File: src/rtl/ps2_pkg.sv
// Shared constants, FSM state type and key identifier for the PS/2 Set-2 scancode decoder.
package ps2_pkg;

    localparam logic [7:0] PREFIX_EXT   = 8'hE0;
    localparam logic [7:0] PREFIX_BRK   = 8'hF0;
    localparam logic [7:0] PREFIX_PAUSE = 8'hE1;
    localparam logic [7:0] BAT_OK       = 8'hAA;
    localparam logic [7:0] ACK          = 8'hFA;
    localparam logic [7:0] RESEND       = 8'hFE;
    localparam logic [7:0] ECHO         = 8'hEE;

    localparam logic [2:0] PAUSE_TAIL_LEN = 3'd7;

    typedef enum logic [2:0] {
        ST_IDLE,
        ST_EXT,
        ST_BRK,
        ST_EXT_BRK,
        ST_PAUSE
    } state_t;

    typedef struct packed {
        logic       ext;
        logic [7:0] code;
    } key_id_t;

    // Keyboard housekeeping replies and error bytes never represent a key.
    function automatic logic is_drop(input logic [7:0] b);
        return (b == BAT_OK) || (b == ACK) || (b == RESEND) || (b == ECHO) ||
               (b == 8'h00) || (b == 8'hFF);
    endfunction

endpackage

File: src/rtl/ps2_scan2ascii.sv
// Combinational Set-2 make code to lowercase ASCII lookup; unmapped codes give 8'h00.
module ps2_scan2ascii (
    input  logic [7:0] code,
    output logic [7:0] ascii
);

    always_comb begin
        ascii = 8'h00;
        case (code)
            8'h1C: ascii = 8'h61;  8'h32: ascii = 8'h62;  8'h21: ascii = 8'h63;
            8'h23: ascii = 8'h64;  8'h24: ascii = 8'h65;  8'h2B: ascii = 8'h66;
            8'h34: ascii = 8'h67;  8'h33: ascii = 8'h68;  8'h43: ascii = 8'h69;
            8'h3B: ascii = 8'h6A;  8'h42: ascii = 8'h6B;  8'h4B: ascii = 8'h6C;
            8'h3A: ascii = 8'h6D;  8'h31: ascii = 8'h6E;  8'h44: ascii = 8'h6F;
            8'h4D: ascii = 8'h70;  8'h15: ascii = 8'h71;  8'h2D: ascii = 8'h72;
            8'h1B: ascii = 8'h73;  8'h2C: ascii = 8'h74;  8'h3C: ascii = 8'h75;
            8'h2A: ascii = 8'h76;  8'h1D: ascii = 8'h77;  8'h22: ascii = 8'h78;
            8'h35: ascii = 8'h79;  8'h1A: ascii = 8'h7A;
            8'h45: ascii = 8'h30;  8'h16: ascii = 8'h31;  8'h1E: ascii = 8'h32;
            8'h26: ascii = 8'h33;  8'h25: ascii = 8'h34;  8'h2E: ascii = 8'h35;
            8'h36: ascii = 8'h36;  8'h3D: ascii = 8'h37;  8'h3E: ascii = 8'h38;
            8'h46: ascii = 8'h39;
            8'h29: ascii = 8'h20;
            8'h5A: ascii = 8'h0D;
            default: ascii = 8'h00;
        endcase
    end

endmodule

File: src/rtl/ps2_scancode_decoder.sv
// Folds PS/2 Set-2 prefix sequences into single key events with ASCII, held-key and make count.
// Optional: define PS2_REPEAT_FILTER_EN to suppress typematic repeats of the held key.
module ps2_scancode_decoder
    import ps2_pkg::*;
#(
    parameter int TIMEOUT_CYCLES = 1000000,
    parameter int CNT_W          = 8
) (
    input  logic             clk,
    input  logic             rst,
    input  logic [7:0]       byte_in,
    input  logic             byte_valid,
    output logic             key_valid,
    output logic [7:0]       key_code,
    output logic             key_ext,
    output logic             key_release,
    output logic [7:0]       key_ascii,
    output logic             key_held,
    output logic [8:0]       held_code,
    output logic [CNT_W-1:0] make_cnt,
    output logic             seq_err
);

    localparam int TMO_W = $clog2(TIMEOUT_CYCLES + 1);

    state_t           state, state_nxt;
    logic [TMO_W-1:0] tmo_cnt;
    logic [2:0]       pause_cnt;
    logic             timeout;
    logic             emit_make, emit_break, emit_ext;
    logic             make_ok, is_repeat;
    logic [7:0]       ascii;
    key_id_t          ev_id;

    assign timeout = (state != ST_IDLE) && !byte_valid &&
                     (tmo_cnt == TMO_W'(TIMEOUT_CYCLES - 1));

    always_ff @(posedge clk) begin
        if (rst) state <= ST_IDLE;
        else     state <= state_nxt;
    end

    always_comb begin
        state_nxt = state;
        if (byte_valid) begin
            case (state)
                ST_IDLE: begin
                    if      (byte_in == PREFIX_EXT)   state_nxt = ST_EXT;
                    else if (byte_in == PREFIX_BRK)   state_nxt = ST_BRK;
                    else if (byte_in == PREFIX_PAUSE) state_nxt = ST_PAUSE;
                end
                ST_EXT: begin
                    if      (byte_in == PREFIX_BRK) state_nxt = ST_EXT_BRK;
                    else if (byte_in != PREFIX_EXT) state_nxt = ST_IDLE;
                end
                ST_BRK: begin
                    if      (byte_in == PREFIX_EXT) state_nxt = ST_EXT_BRK;
                    else if (byte_in != PREFIX_BRK) state_nxt = ST_IDLE;
                end
                ST_EXT_BRK: begin
                    if (byte_in != PREFIX_EXT && byte_in != PREFIX_BRK) state_nxt = ST_IDLE;
                end
                ST_PAUSE: begin
                    if (pause_cnt <= 3'd1) state_nxt = ST_IDLE;
                end
                default: state_nxt = ST_IDLE;
            endcase
        end
        if (timeout) state_nxt = ST_IDLE;
    end

    always_comb begin
        emit_make  = 1'b0;
        emit_break = 1'b0;
        emit_ext   = 1'b0;
        if (byte_valid) begin
            case (state)
                ST_IDLE: emit_make = (byte_in != PREFIX_EXT) && (byte_in != PREFIX_BRK) &&
                                     (byte_in != PREFIX_PAUSE) && !is_drop(byte_in);
                ST_EXT: begin
                    emit_make = (byte_in != PREFIX_EXT) && (byte_in != PREFIX_BRK);
                    emit_ext  = 1'b1;
                end
                ST_BRK:  emit_break = (byte_in != PREFIX_EXT) && (byte_in != PREFIX_BRK);
                ST_EXT_BRK: begin
                    emit_break = (byte_in != PREFIX_EXT) && (byte_in != PREFIX_BRK);
                    emit_ext   = 1'b1;
                end
                default: ;
            endcase
        end
    end

    assign ev_id     = '{ext: emit_ext, code: byte_in};
    assign is_repeat = key_held && (held_code == ev_id);

`ifdef PS2_REPEAT_FILTER_EN
    assign make_ok = emit_make && !is_repeat;
`else
    assign make_ok = emit_make;
`endif

    ps2_scan2ascii u_scan2ascii (
        .code  (byte_in),
        .ascii (ascii)
    );

    // Prefix watchdog: only runs while a sequence is open, any byte restarts it.
    always_ff @(posedge clk) begin
        if (rst || byte_valid || state == ST_IDLE || timeout) tmo_cnt <= '0;
        else                                                  tmo_cnt <= tmo_cnt + TMO_W'(1);
    end

    always_ff @(posedge clk) begin
        if (rst || timeout)
            pause_cnt <= '0;
        else if (byte_valid && state == ST_IDLE && byte_in == PREFIX_PAUSE)
            pause_cnt <= PAUSE_TAIL_LEN;
        else if (byte_valid && state == ST_PAUSE && pause_cnt != 3'd0)
            pause_cnt <= pause_cnt - 3'd1;
    end

    always_ff @(posedge clk) begin
        if (rst) begin
            key_valid   <= 1'b0;
            key_code    <= '0;
            key_ext     <= 1'b0;
            key_release <= 1'b0;
            key_ascii   <= '0;
            key_held    <= 1'b0;
            held_code   <= '0;
            make_cnt    <= '0;
            seq_err     <= 1'b0;
        end else begin
            key_valid <= make_ok || emit_break;
            seq_err   <= timeout;
            if (make_ok || emit_break) begin
                key_code    <= byte_in;
                key_ext     <= emit_ext;
                key_release <= emit_break;
                key_ascii   <= emit_ext ? 8'h00 : ascii;
            end
            if (make_ok) begin
                key_held  <= 1'b1;
                held_code <= ev_id;
                make_cnt  <= make_cnt + CNT_W'(1);
            end else if (emit_break && held_code == ev_id) begin
                key_held <= 1'b0;
            end
        end
    end

endmodule

File: config.mk
export PLATFORM = sky130hd
export DESIGN_NAME = ps2_scancode_decoder
export DESIGN_NICKNAME = d
export VERILOG_FILES = /design/src/rtl/ps2_pkg.sv /design/src/rtl/ps2_scan2ascii.sv /design/src/rtl/ps2_scancode_decoder.sv
export SDC_FILE = /design/constraint.sdc
export NUM_CORES = 1
export LEC_CHECK = 0
export BUFFER_PORTS_ARGS = -buffer_cell sky130_fd_sc_hd__buf_2
export CELL_PAD_IN_SITES_DETAIL_PLACEMENT = 2
export CELL_PAD_IN_SITES_GLOBAL_PLACEMENT = 2
export CORE_ASPECT_RATIO = 1.4
export CORE_MARGIN = 5
export CORE_UTILIZATION = 35
export CTS_CLUSTER_DIAMETER = 100
export CTS_CLUSTER_SIZE = 40
export DETAILED_ROUTE_END_ITERATION = 6
export PLACE_DENSITY_LB_ADDON = 0.1
export SLEW_MARGIN = 15
export SYNTH_ARGS = -nofsm -noshare
export SYNTH_HDL_FRONTEND = slang
export SYNTH_SLANG_ARGS = --single-unit
File: constraint.sdc
create_clock -name clk -period 4.7 [get_ports clk]
set_clock_uncertainty 0.2 [all_clocks]
set_input_delay 1.41 -clock clk [delete_from_list [all_inputs] [get_ports clk]]
set_output_delay 1.41 -clock clk [all_outputs]
set_load 0.01 [all_outputs]
==> results of run 1 <==
[cell usage in the layout, fill, tap and decap left out, types with 6 or more instances in the layout]
master	synthesis	routed
o211ai_1	7	7
mux2i_1	19	19
nand2b_1	19	19
o41ai_1	6	6
buf_4	3	6
xnor2_1	13	13
nor3_1	8	8
a21oi_1	29	29
buf_2	5	47
o21ai_0	25	25
xor2_1	17	17
inv_1	12	12
nor2b_1	16	16
or3_1	10	10
nand2_1	24	24
clkbuf_16	0	9
dfxtp_1	63	63
nand3_1	21	21
nor2_2	10	10
ha_1	12	12
nor2_1	35	35
nand4_1	8	8
[per-stage QoR]
stage | std cells | total power, mW
global route | 638 | 1.49
global placement | 624 | 0.743
detailed placement | 624 | 0.747
CTS | 638 | 1.45
finish | 638 | 1.42
floorplan | 464 | 0.688
[layout make-up]
| cell class | instances | share of cell area |
|---|---|---|
| tap | 141 | 0.0400 |
| clock inverter | 4 | 0.0164 |
| inverter | 14 | 0.0119 |
| timing repair buffer | 53 | 0.0635 |
| sequential | 63 | 0.286 |
| multi-input combinational | 353 | 0.530 |
| clock buffer | 10 | 0.0519 |
[cell usage after synthesis (all sizes together), types with 8 or more instances]
| library cell | count |
|---|---|
| or3 | 11 |
| ha | 12 |
| dfxtp | 63 |
| nor2b | 16 |
| xor2 | 17 |
| a21oi | 29 |
| nand2b | 19 |
| buf | 16 |
| nor2 | 46 |
| inv | 14 |
| mux2i | 19 |
| clkbuf | 18 |
| o21ai | 25 |
| nand4 | 8 |
| nor3 | 9 |
| nand2 | 24 |
| xnor2 | 13 |
| nand3 | 21 |
[power groups by stage]
stage | Sequential (mW) | Clock (mW) | Combinational (mW)
finish | 0.561 | 0.690 | 0.174
global route | 0.563 | 0.733 | 0.190
CTS | 0.561 | 0.709 | 0.176
detailed placement | 0.573 | 0 | 0.174
global placement | 0.572 | 0 | 0.171
floorplan | 0.576 | 0 | 0.112
[cells by family (layout without fill, tap and decap cells)]
family / Yosys count / after routing
AO/OA/AOI/OAI: 103 / 103
XOR/XNOR: 30 / 30
adder cells (fa/ha/maj): 12 / 12
buffers and inverters: 48 / 81
flip-flops: 63 / 63
multiplexers: 23 / 23
other: 1 / 1
AND/OR/NAND/NOR: 184 / 184
[worst paths after layout]
check | startpoint | end | slack (ns)
max | byte_in[1] | make_cnt[0]$_SDFFE_PP0P_ | 0.98
min | key_held$_SDFFE_PP0P_ | key_held$_SDFFE_PP0P_ | 0.27
max reg2reg | tmo_cnt[6]$_SDFF_PP0_ | tmo_cnt[10]$_SDFF_PP0_ | 2.26
min reg2reg | key_held$_SDFFE_PP0P_ | key_held$_SDFFE_PP0P_ | 0.27
[flip-flops by register name, summed over array words and instances, names as in the netlist]
register     flops
seq_err          1
key_ext          1
make_cnt         8
held_code        9
key_valid        1
key_ascii        7
key_code         8
tmo_cnt         20
state            3
key_release      1
pause_cnt        3
key_held         1
[routing by layer]
metal	vias to the layer above	part of all wire	wire length, µm	global-route usage
li1	1703	-	-	-
met1	1746	0.41	4930	0.201
met2	48	0.54	6500	0.351
met3	24	0.024	289	0.0302
met4	0	0.030	360	0.0782
met5	-	0	0	0
[worst min-delay path, delay by kind of cell (launching register included)]
family	cells	cell delay (ns)
flip-flops	1	0.31
AO/OA/AOI/OAI	2	0.12
==> summary.md, run 1 <==
| Metric | Value |
|---|---|
| Crit path depth | 10 |
| Max FO, Critical Path | 21 |
| Adder-Cell Fraction of Synth Area | 0.0391 |
| Layout Nets | 517 |
| Reg area | 0.00126 mm² |
| Number of global-route vias before repair | 3766 |
| Finished Core Util | 0.408 |
| Number of port buffers | 47 |
| Resize count post-CTS | 0 |
| Fmax | 0.269 GHz |
| Clock Latency Late Sink | 0.32 ns |
| # setup viols final | 0 |
| Xor-xnor portion of the synthesized cell area | 0.0685 |
| Die width | 98.5 µm |
| Hold Vio Cnt, Final | 0 |
| Async SR Flop Fraction | 0 |
| Final ANT Viol Nets | 0 |
| Min Tclk post-route | 3.72 ns |
| Ports | 49 |
| Fraction of layout cells with a size suffix above 1 | 0.183 |
| Post-synth cell types | 62 |
| Clk pwr share | 0.484 |
| CP Data Arrival Time | 3.73 ns |
| Iteration-0 DRC count of the detailed router | 89 |
| Int Pwr | 1.07 mW |
| Sw frac | 0.249 |
| Run status | complete, no violations |
| GRT Total Usage | 0.186 |
| CP startpoint kind | primary input |
| WP buf/inv | 3 |
| Top-area cell type share of the netlist area | 0.329 |
| Simple-gate area share of the yosys netlist | 0.267 |
| HP Class | flip-flop to flip-flop |
| EDFF count, synth | 0 |
| Peak VDD IR | 0.217 mV |
| CORE AREA | 0.0108 mm² |
| Fill cell count | 1245 |
| Pre-CTS setup slack | 0.625 ns |
| GPL Wtd Cong | 0.829 |
| Area after DPL | 0.00411 mm² |
| Multi-input gate area in the final layout | 0.00234 mm² |
| Yosys warnings | 0 |
| # diodes | 0 |
| Sequential-to-total area share from yosys stat | 0.329 |
| Slew @ Worst Pin | 0.629 ns |
| Hold Crit Depth | 2 |
| Lkg Pwr | 1.75 nW |
| DR WL/cell | 18.9 µm |
| Area leader, netlist | dfxtp_1 |
| Final period utilization | 0.792 |
| Slowest CP cell | or3_1 |
| Residual DRC | 0 |
| Largest net degree at the start of global routing | 33 |
| Average size of a mapped cell | 8.27 µm² |
| Drt pass-1 iters | 4 |
| Switch Pwr | 0.355 mW |
| CTS sink count | 63 |
| Synth Flop Type | dfxtp_1 |
| Starting density of the core | 0.355 |
| Mux contribution to synthesized area | 0.0613 |
| Setup slack after layout | 0.976 ns |
| Sequential power share | 0.394 |
| RSZ-0062 raised after global routing | false |
| Grt ovf | 0 |
| Critical path class | primary input to flip-flop |
| CTS tree | yes |
| Syn Inst Count | 464 |
| Hold-fix buffers at CTS | 0 |
| Final Max Tran Viols | 0 |
| Global-route wire length before repair | 19700 µm |
| Relative slew slack | 0.570 |
| HPWL Detailed | 8820 µm |
| Maximum root-to-sink buffer count | 2 |
| Drt via density | 5.52 |
| Root Buffer | clkbuf_16 |
| Total CTS buffers | 9 |
| Total die area | 0.0132 mm² |
| Max Cap Viol | 0 |
| Pwr/cell area | 323 mW/mm² |
| Synth Register Bits | 63 |
| Endpoint class of the critical path | flip-flop |
| Cell family with most CP delay | simple AND/OR/NAND/NOR gates |
| Initial antenna violation count | 0 |
| R2r worst-path depth | 6 |
| Cell row count | 45 |
| Syn nets | 487 |
| Crit-path cells | buf_2 -> inv_1 -> ha_1 -> nand2b_1 -> or3_1 -> and2_1 -> nand3_1 -> buf_4 -> xor2_1 -> nor2_1 |
| Clock-pin slew on the worst setup and hold paths | 0.05 ns |
| Critical Path RT | 4.71 ns |
| Largest family of logic cells by synthesized area | simple AND/OR/NAND/NOR gates |
| Crit-path max cell delay | 0.47 ns |
| Layout area overhead | 15.0% |
| Htree depth | 3 |
| Die height | 134 µm |
| Top post-synthesis cells by area | dfxtp_1 33%, mux2i_1 5.0%, ha_1 3.9% |
| Vias post-DR | 3521 |
| Complex-gate fraction of the synthesized area | 0.173 |
| Setup tns final | 0 ns |
| Synthesized area | 0.00384 mm² |
| Final wirelength | 12100 µm |
| Combinational share of power | 0.122 |
| Post CTS Setup Buffer Count | 0 |
| Hold_ws | 0.271 ns |
| Final instance area | 0.00441 mm² |
Power figures use the tool's default switching activity.
==> run 2, diff against run 1 <==
- clock period: 4.7 -> 3.7 ns (I/O delays scaled with it)
==> run 2 against run 1 <==
Cell count rose by 1.7%. Total power up 20%. Critical endpoint is now key_ascii[2]$_SDFFE_PP0P_. Flip-flop and latch count stayed put. Worst setup slack got worse by 0.76 ns. Non-clock buffer count up 11.
==> summary.md, run 2 (synthesized netlist as in run 1, its figures left out) <==
| Metric | Value |
|---|---|
| Maximum root-to-sink buffer count | 2 (unchanged) |
| Die height | 134 µm (unchanged) |
| Grt ovf | 0 (unchanged) |
| WL met3 | 273 µm (was 289 µm) |
| Final ANT Viol Nets | 0 (unchanged) |
| Most frequent cells in the layout | 63 x dfxtp_1, 47 x buf_2, 35 x nor2_1 (unchanged) |
| Max FO, Critical Path | 12 (was 21) |
| CORE AREA | 0.0108 mm² (unchanged) |
| Slew @ Worst Pin | 0.969 ns (was 0.629 ns) |
| Setup slack after layout | 0.213 ns (was 0.976 ns) |
| Largest regs | tmo_cnt: 20 flops, held_code: 9 flops (unchanged) |
| Layout area overhead | 16.2% (was 15.0%) |
| Final Max Tran Viols | 0 (unchanged) |
| WP buf/inv | 3 (unchanged) |
| Fill cell count | 1280 (was 1245) |
| Start point of the worst hold path | key_code[4]$_SDFFE_PP0P_ (was key_held$_SDFFE_PP0P_) |
| Run status | complete, no violations (unchanged) |
| Post CTS Setup Buffer Count | 0 (unchanged) |
| Final wirelength | 12200 µm (was 12100 µm) |
| Lkg Pwr | 1.80 nW (was 1.75 nW) |
| R2R Path Start | tmo_cnt[6]$_SDFF_PP0_ (unchanged) |
| Worst Setup SP | byte_in[1] (unchanged) |
| Critical Path RT | 3.71 ns (was 4.71 ns) |
| Pwr/cell area | 383 mW/mm² (was 323 mW/mm²) |
| HPWL Detailed | 9320 µm (was 8820 µm) |
| Max reg flops | 20 (unchanged) |
| Critical path class | primary input to flip-flop (unchanged) |
| Clock-pin slew on the worst setup and hold paths | 0.05 ns (about the same) |
| Drt pass-1 iters | 4 (unchanged) |
| GPL Wtd Cong | 0.898 (was 0.829) |
| Setup tns final | 0 ns (unchanged) |
| Placed Cells | 635 (was 624) |
| M1 wire length | 4890 µm (was 4930 µm) |
| Cell row count | 45 (unchanged) |
| Area after DPL | 0.00419 mm² (was 0.00411 mm²) |
| Slowest CP cell | a2111oi_0 (was or3_1) |
| Commonest non-fill, non-tap cell in the layout | dfxtp_1 (unchanged) |
| Number of port buffers | 47 (unchanged) |
| # setup viols final | 0 (unchanged) |
| Min Tclk post-route | 3.49 ns |
| Total die area | 0.0132 mm² (unchanged) |
| HP Class | flip-flop to flip-flop (unchanged) |
| Clock Latency Late Sink | 0.33 ns (was 0.32 ns) |
| Iteration-0 DRC count of the detailed router | 109 (was 89) |
| DR WL/cell | 18.8 µm (was 18.9 µm) |
| Root Buffer | clkbuf_16 (unchanged) |
| Number of global-route vias before repair | 3923 (was 3766) |
| Met2 Wirelength | 6710 µm (was 6500 µm) |
| Crit-path cells | buf_2 -> buf_4 -> ha_1 -> buf_4 -> mux2i_1 -> nor2_1 -> a31o_2 -> a2111oi_0 -> a211o_1 -> mux2i_1 (was buf_2 -> inv_1 -> ha_1 -> nand2b_1 -> or3_1 -> and2_1 -> nand3_1 -> buf_4 -> xor2_1 -> nor2_1) |
| Clk pwr share | 0.449 (was 0.484) |
| Combinational share of power | 0.134 (was 0.122) |
| Endpoint class of the critical path | flip-flop (unchanged) |
| Final period utilization | 0.942 |
| Ports | 49 (unchanged) |
| Global-route wire length before repair | 20100 µm (was 19700 µm) |
| Die width | 98.5 µm (unchanged) |
| Hold_ws | 0.279 ns (was 0.271 ns) |
| Uppermost layer routed | met4 (unchanged) |
| Drt via density | 5.54 (was 5.52) |
| RSZ-0062 raised after global routing | false (unchanged) |
| Tot Pwr | 1.71 mW (was 1.42 mW) |
| Pre-CTS setup slack | -0.140 ns (was 0.625 ns) |
| Hold-fix buffers at CTS | 0 (unchanged) |
| Initial antenna violation count | 0 (unchanged) |
| Relative slew slack | 0.337 (was 0.570) |
| CTS tree | yes (unchanged) |
| Multi-input gate area in the final layout | 0.00234 mm² (unchanged) |
| Reg area | 0.00126 mm² (unchanged) |
| Htree depth | 3 (unchanged) |
| Sw frac | 0.258 (was 0.249) |
| Crit-path max cell delay | 0.87 ns (was 0.47 ns) |
| Sequential power share | 0.418 (was 0.394) |
| Int Pwr | 1.27 mW (was 1.07 mW) |
| Max Cap Viol | 0 (unchanged) |
| Layout Nets | 528 (was 517) |
| CTS sink count | 63 (unchanged) |
| Switch Pwr | 0.441 mW (was 0.355 mW) |
| Finished Core Util | 0.412 (was 0.408) |
| Hold Vio Cnt, Final | 0 (unchanged) |
| CP startpoint kind | primary input (unchanged) |
| Final instance area | 0.00446 mm² (was 0.00441 mm²) |
| Resize count post-CTS | 0 (unchanged) |
| Final std cells w/o fill | 649 (was 638) |
| Total CTS buffers | 9 (unchanged) |
| Cell family with most CP delay | compound AO/OA/AOI/OAI gates (was simple AND/OR/NAND/NOR gates) |
| Residual DRC | 0 (unchanged) |
| GRT Total Usage | 0.189 (was 0.186) |
| Largest net degree at the start of global routing | 28 (was 33) |
| Fmax | 0.287 GHz |
| Peak VDD IR | 0.213 mV (was 0.217 mV) |
| Starting density of the core | 0.355 (unchanged) |
| CP Data Arrival Time | 3.50 ns (was 3.73 ns) |
| Vias post-DR | 3598 (was 3521) |
| Fraction of layout cells with a size suffix above 1 | 0.199 (was 0.183) |
| # diodes | 0 (unchanged) |
| Top reg by flops | tmo_cnt (unchanged) |
## run 2: changes by cell type in the layout (fill, tap and decap cells not counted), sizes merged
cell,before,now
buf,53,64
bufinv,2,0
clkbuf,10,13
clkinvlp,1,0
## run 2: final timing paths
check | endpoint | depth (start not counted) | slack (ns)
worst min register to register | key_code[4]$_SDFFE_PP0P_ | 2 | 0.28
worst min-delay path | key_code[4]$_SDFFE_PP0P_ | 2 | 0.28
worst max register to register | tmo_cnt[10]$_SDFF_PP0_ | 6 | 1.23
worst max-delay path | key_ascii[2]$_SDFFE_PP0P_ | 10 | 0.21
## run 2: tightest hold or removal path, stage by stage (launching register included)
cell and delay, ns:
dfxtp_1 0.31, nand2b_1 0.07, mux2i_1 0.06
## run 2: area by class of cell
class	instances	share of cell area
clock inverters	1	0.00112
repair buffers	64	0.0814
multi-input cells	353	0.525
flip-flops and latches	63	0.283
well taps	141	0.0396
inverters	14	0.0118
clock buffers	13	0.0584
## run 2: power groups by stage
| stage | registers [mW] | clock network (mW) | logic [mW] |
|---|---|---|---|
| final | 0.713 | 0.766 | 0.228 |
| after global routing | 0.715 | 0.828 | 0.251 |
| after CTS | 0.714 | 0.788 | 0.231 |
| after detailed placement | 0.728 | 0 | 0.229 |
| after global placement | 0.727 | 0 | 0.225 |
| after floorplan | 0.732 | 0 | 0.142 |
## run 2: per-layer routing
metal  up-vias  track usage
met5         -            0
met4         0       0.0699
met3        19       0.0343
met2        55        0.360
met1      1795        0.205
li1       1729            -
==> run 3, diff against run 2 <==
- HOLD_SLACK_MARGIN: not set -> 0.06
- RECOVER_POWER: not set -> 100
==> run 3 against run 2 <==
Count of clock-buffer cells in the layout unchanged. First-iteration DRC count is 0.92% lower. Worst setup slack worse by 0.015 ns. Critical path type unchanged. Flip-flop and latch count stayed put. Cell count stayed put. Combinational power is 3% lower. Sequential share of layout area up 0.48 points. Critical path depth unchanged. Sequential power is essentially flat. Clock power about the same. Global-route usage unchanged. Via count down 0.67%.
==> summary.md, run 3 (synthesized netlist as in run 1, its figures left out) <==
| Metric | Value |
|---|---|
| Final ANT Viol Nets | 0 (unchanged) |
| Iteration-0 DRC count of the detailed router | 108 (was 109) |
| Hold Path Sink | key_ascii[6]$_SDFFE_PP0P_ (was key_code[4]$_SDFFE_PP0P_) |
| Max FO, Critical Path | 8 (was 12) |
| HPWL Detailed | 9320 µm (unchanged) |
| Starting density of the core | 0.355 (unchanged) |
| RSZ-0062 raised after global routing | false (unchanged) |
| Largest net degree at the start of global routing | 28 (unchanged) |
| Pre-CTS setup slack | -0.140 ns (unchanged) |
| Start point of the worst hold path | key_ascii[6]$_SDFFE_PP0P_ (was key_code[4]$_SDFFE_PP0P_) |
| # setup viols final | 0 (unchanged) |
| Min Tclk post-route | 3.50 ns (was 3.49 ns) |
| Maximum root-to-sink buffer count | 2 (unchanged) |
| Die height | 134 µm (unchanged) |
| Run status | complete, no violations (unchanged) |
| Die width | 98.5 µm (unchanged) |
| Grt ovf | 0 (unchanged) |
| CTS sink count | 63 (unchanged) |
| CP startpoint kind | primary input (unchanged) |
| Resize count post-CTS | 0 (unchanged) |
| Max reg flops | 20 (unchanged) |
| Final wirelength | 12300 µm (was 12200 µm) |
| Hold_ws | 0.281 ns (was 0.279 ns) |
| R2R Path Start | tmo_cnt[6]$_SDFF_PP0_ (unchanged) |
| Drt via density | 5.51 (was 5.54) |
| Htree depth | 3 (unchanged) |
| Hold-fix buffers at CTS | 0 (unchanged) |
| Fraction of layout cells with a size suffix above 1 | 0.112 (was 0.199) |
| Slew @ Worst Pin | 0.940 ns (was 0.969 ns) |
| Post CTS Setup Buffer Count | 0 (unchanged) |
| Layout area overhead | 14.3% (was 16.2%) |
| # diodes | 0 (unchanged) |
| Critical Path RT | 3.70 ns (was 3.71 ns) |
| Fmax | 0.286 GHz (was 0.287 GHz) |
| CTS tree | yes (unchanged) |
| Number of global-route vias before repair | 3923 (unchanged) |
| Relative slew slack | 0.357 (was 0.337) |
| R2r setup slk | 0.70 ns (was 1.23 ns) |
| Setup slack after layout | 0.198 ns (was 0.213 ns) |
| Final Max Tran Viols | 0 (unchanged) |
| HP Class | flip-flop to flip-flop (unchanged) |
| CP Data Arrival Time | 3.50 ns (about the same) |
| Cell row count | 45 (unchanged) |
| Final period utilization | 0.946 (was 0.942) |
| Layout Nets | 528 (unchanged) |
| Clock Latency Late Sink | 0.32 ns (was 0.33 ns) |
| Final instance area | 0.00438 mm² (was 0.00446 mm²) |
| GPL Wtd Cong | 0.898 (unchanged) |
| Setup tns final | 0 ns (unchanged) |
| Commonest non-fill, non-tap cell in the layout | dfxtp_1 (unchanged) |
| DR WL/cell | 18.9 µm (was 18.8 µm) |
| Most frequent cells in the layout | 63 x dfxtp_1, 43 x clkbuf_1, 37 x nor2_1 (was 63 x dfxtp_1, 47 x buf_2, 35 x nor2_1) |
| Drt pass-1 iters | 4 (unchanged) |
| Hold Crit Depth | 2 (unchanged) |
| Total CTS buffers | 9 (unchanged) |
| Pwr/cell area | 388 mW/mm² (was 383 mW/mm²) |
| Endpoint class of the critical path | flip-flop (unchanged) |
| GRT Total Usage | 0.189 (unchanged) |
| Number of port buffers | 47 (unchanged) |
| CORE AREA | 0.0108 mm² (unchanged) |
| Top reg by flops | tmo_cnt (unchanged) |
| Global-route wire length before repair | 20100 µm (unchanged) |
| Vias post-DR | 3574 (was 3598) |
| Largest regs | tmo_cnt: 20 flops, held_code: 9 flops (unchanged) |
| Clock-pin slew on the worst setup and hold paths | 0.05 ns (about the same) |
| Residual DRC | 0 (unchanged) |
| Tot Pwr | 1.70 mW (was 1.71 mW) |
| Critical path class | primary input to flip-flop (unchanged) |
| Total die area | 0.0132 mm² (unchanged) |
| Lkg Pwr | 1.63 nW (was 1.80 nW) |
| R2r worst-path depth | 6 (unchanged) |
| Max Cap Viol | 0 (unchanged) |
| Area after DPL | 0.00419 mm² (unchanged) |
| Ports | 49 (unchanged) |
| Hold Vio Cnt, Final | 0 (unchanged) |
| Initial antenna violation count | 0 (unchanged) |
| Root Buffer | clkbuf_16 (unchanged) |
| Peak VDD IR | 0.213 mV (about the same) |
| Reg2reg end | tmo_cnt[17]$_SDFF_PP0_ (was tmo_cnt[10]$_SDFF_PP0_) |
[run 3: changes by cell type in the layout (fill, tap and decap cells not counted)]
cell      previous run  this run
clkbuf_1             2        43
or2_1                1         0
or3_1               10        11
clkbuf_2             0         1
buf_2               47         8
nor2_1              35        37
nor2_4               1         0
or2_0                0         1
nor2_2              10         9
buf_4               17        14
or3_4                1         0
[run 3: stage by stage]
stage	instances	util
2_1_floorplan	464	-
3_3_place_gp	635	0.388
3_5_place_dp	635	0.388
4_1_cts	649	0.412
5_1_grt	649	0.406
6_report	649	0.406
[run 3: worst max-delay path, cell delays in order]
cell and delay (ns):
clkbuf_1 0.09, clkbuf_1 0.25, ha_1 0.32, buf_4 0.17, mux2i_1 0.18, nor2_1 0.06
a31o_2 0.22, a2111oi_0 0.84, a211o_1 0.20, mux2i_1 0.06
[run 3: area by class of cell]
type / count / area [µm²]
fillers: 1301 / 6430
multi-input cells: 353 / 2320
flip-flops and latches: 63 / 1260
repair buffers: 64 / 304
clock buffers: 13 / 260
well taps: 141 / 176
inverters: 14 / 52.6
clock inverters: 1 / 5.00
[run 3: worst max path at each step]
stage | startpoint | endpoint | slack [ns] | depth (start not counted)
2_1_floorplan | byte_in[1] | held_code[5]$_SDFFE_PP0P_ | 0.29 | 12
6_report | byte_in[0] | key_ascii[2]$_SDFFE_PP0P_ | 0.20 | 10
3_5_place_dp | byte_in[1] | key_ascii[2]$_SDFFE_PP0P_ | -0.14 | 10
4_1_cts | byte_in[1] | key_ascii[2]$_SDFFE_PP0P_ | 0.21 | 10
3_3_place_gp | byte_in[1] | key_ascii[2]$_SDFFE_PP0P_ | -0.06 | 10
5_1_grt | byte_in[0] | key_ascii[2]$_SDFFE_PP0P_ | 0.07 | 10
[run 3: power by group]
part | switching [mW] | internal [mW] | total [mW]
registers | 0.0159 | 0.698 | 0.714
logic | 0.140 | 0.0811 | 0.221
clock network | 0.286 | 0.481 | 0.767
[run 3: layer usage]
layer / up-vias / GRT usage / part of all wire
met1: 1789 / 0.205 / 0.41
met5: - / 0 / 0
met2: 41 / 0.360 / 0.55
met4: 0 / 0.0699 / 0.028
met3: 19 / 0.0343 / 0.021
li1: 1725 / - / -
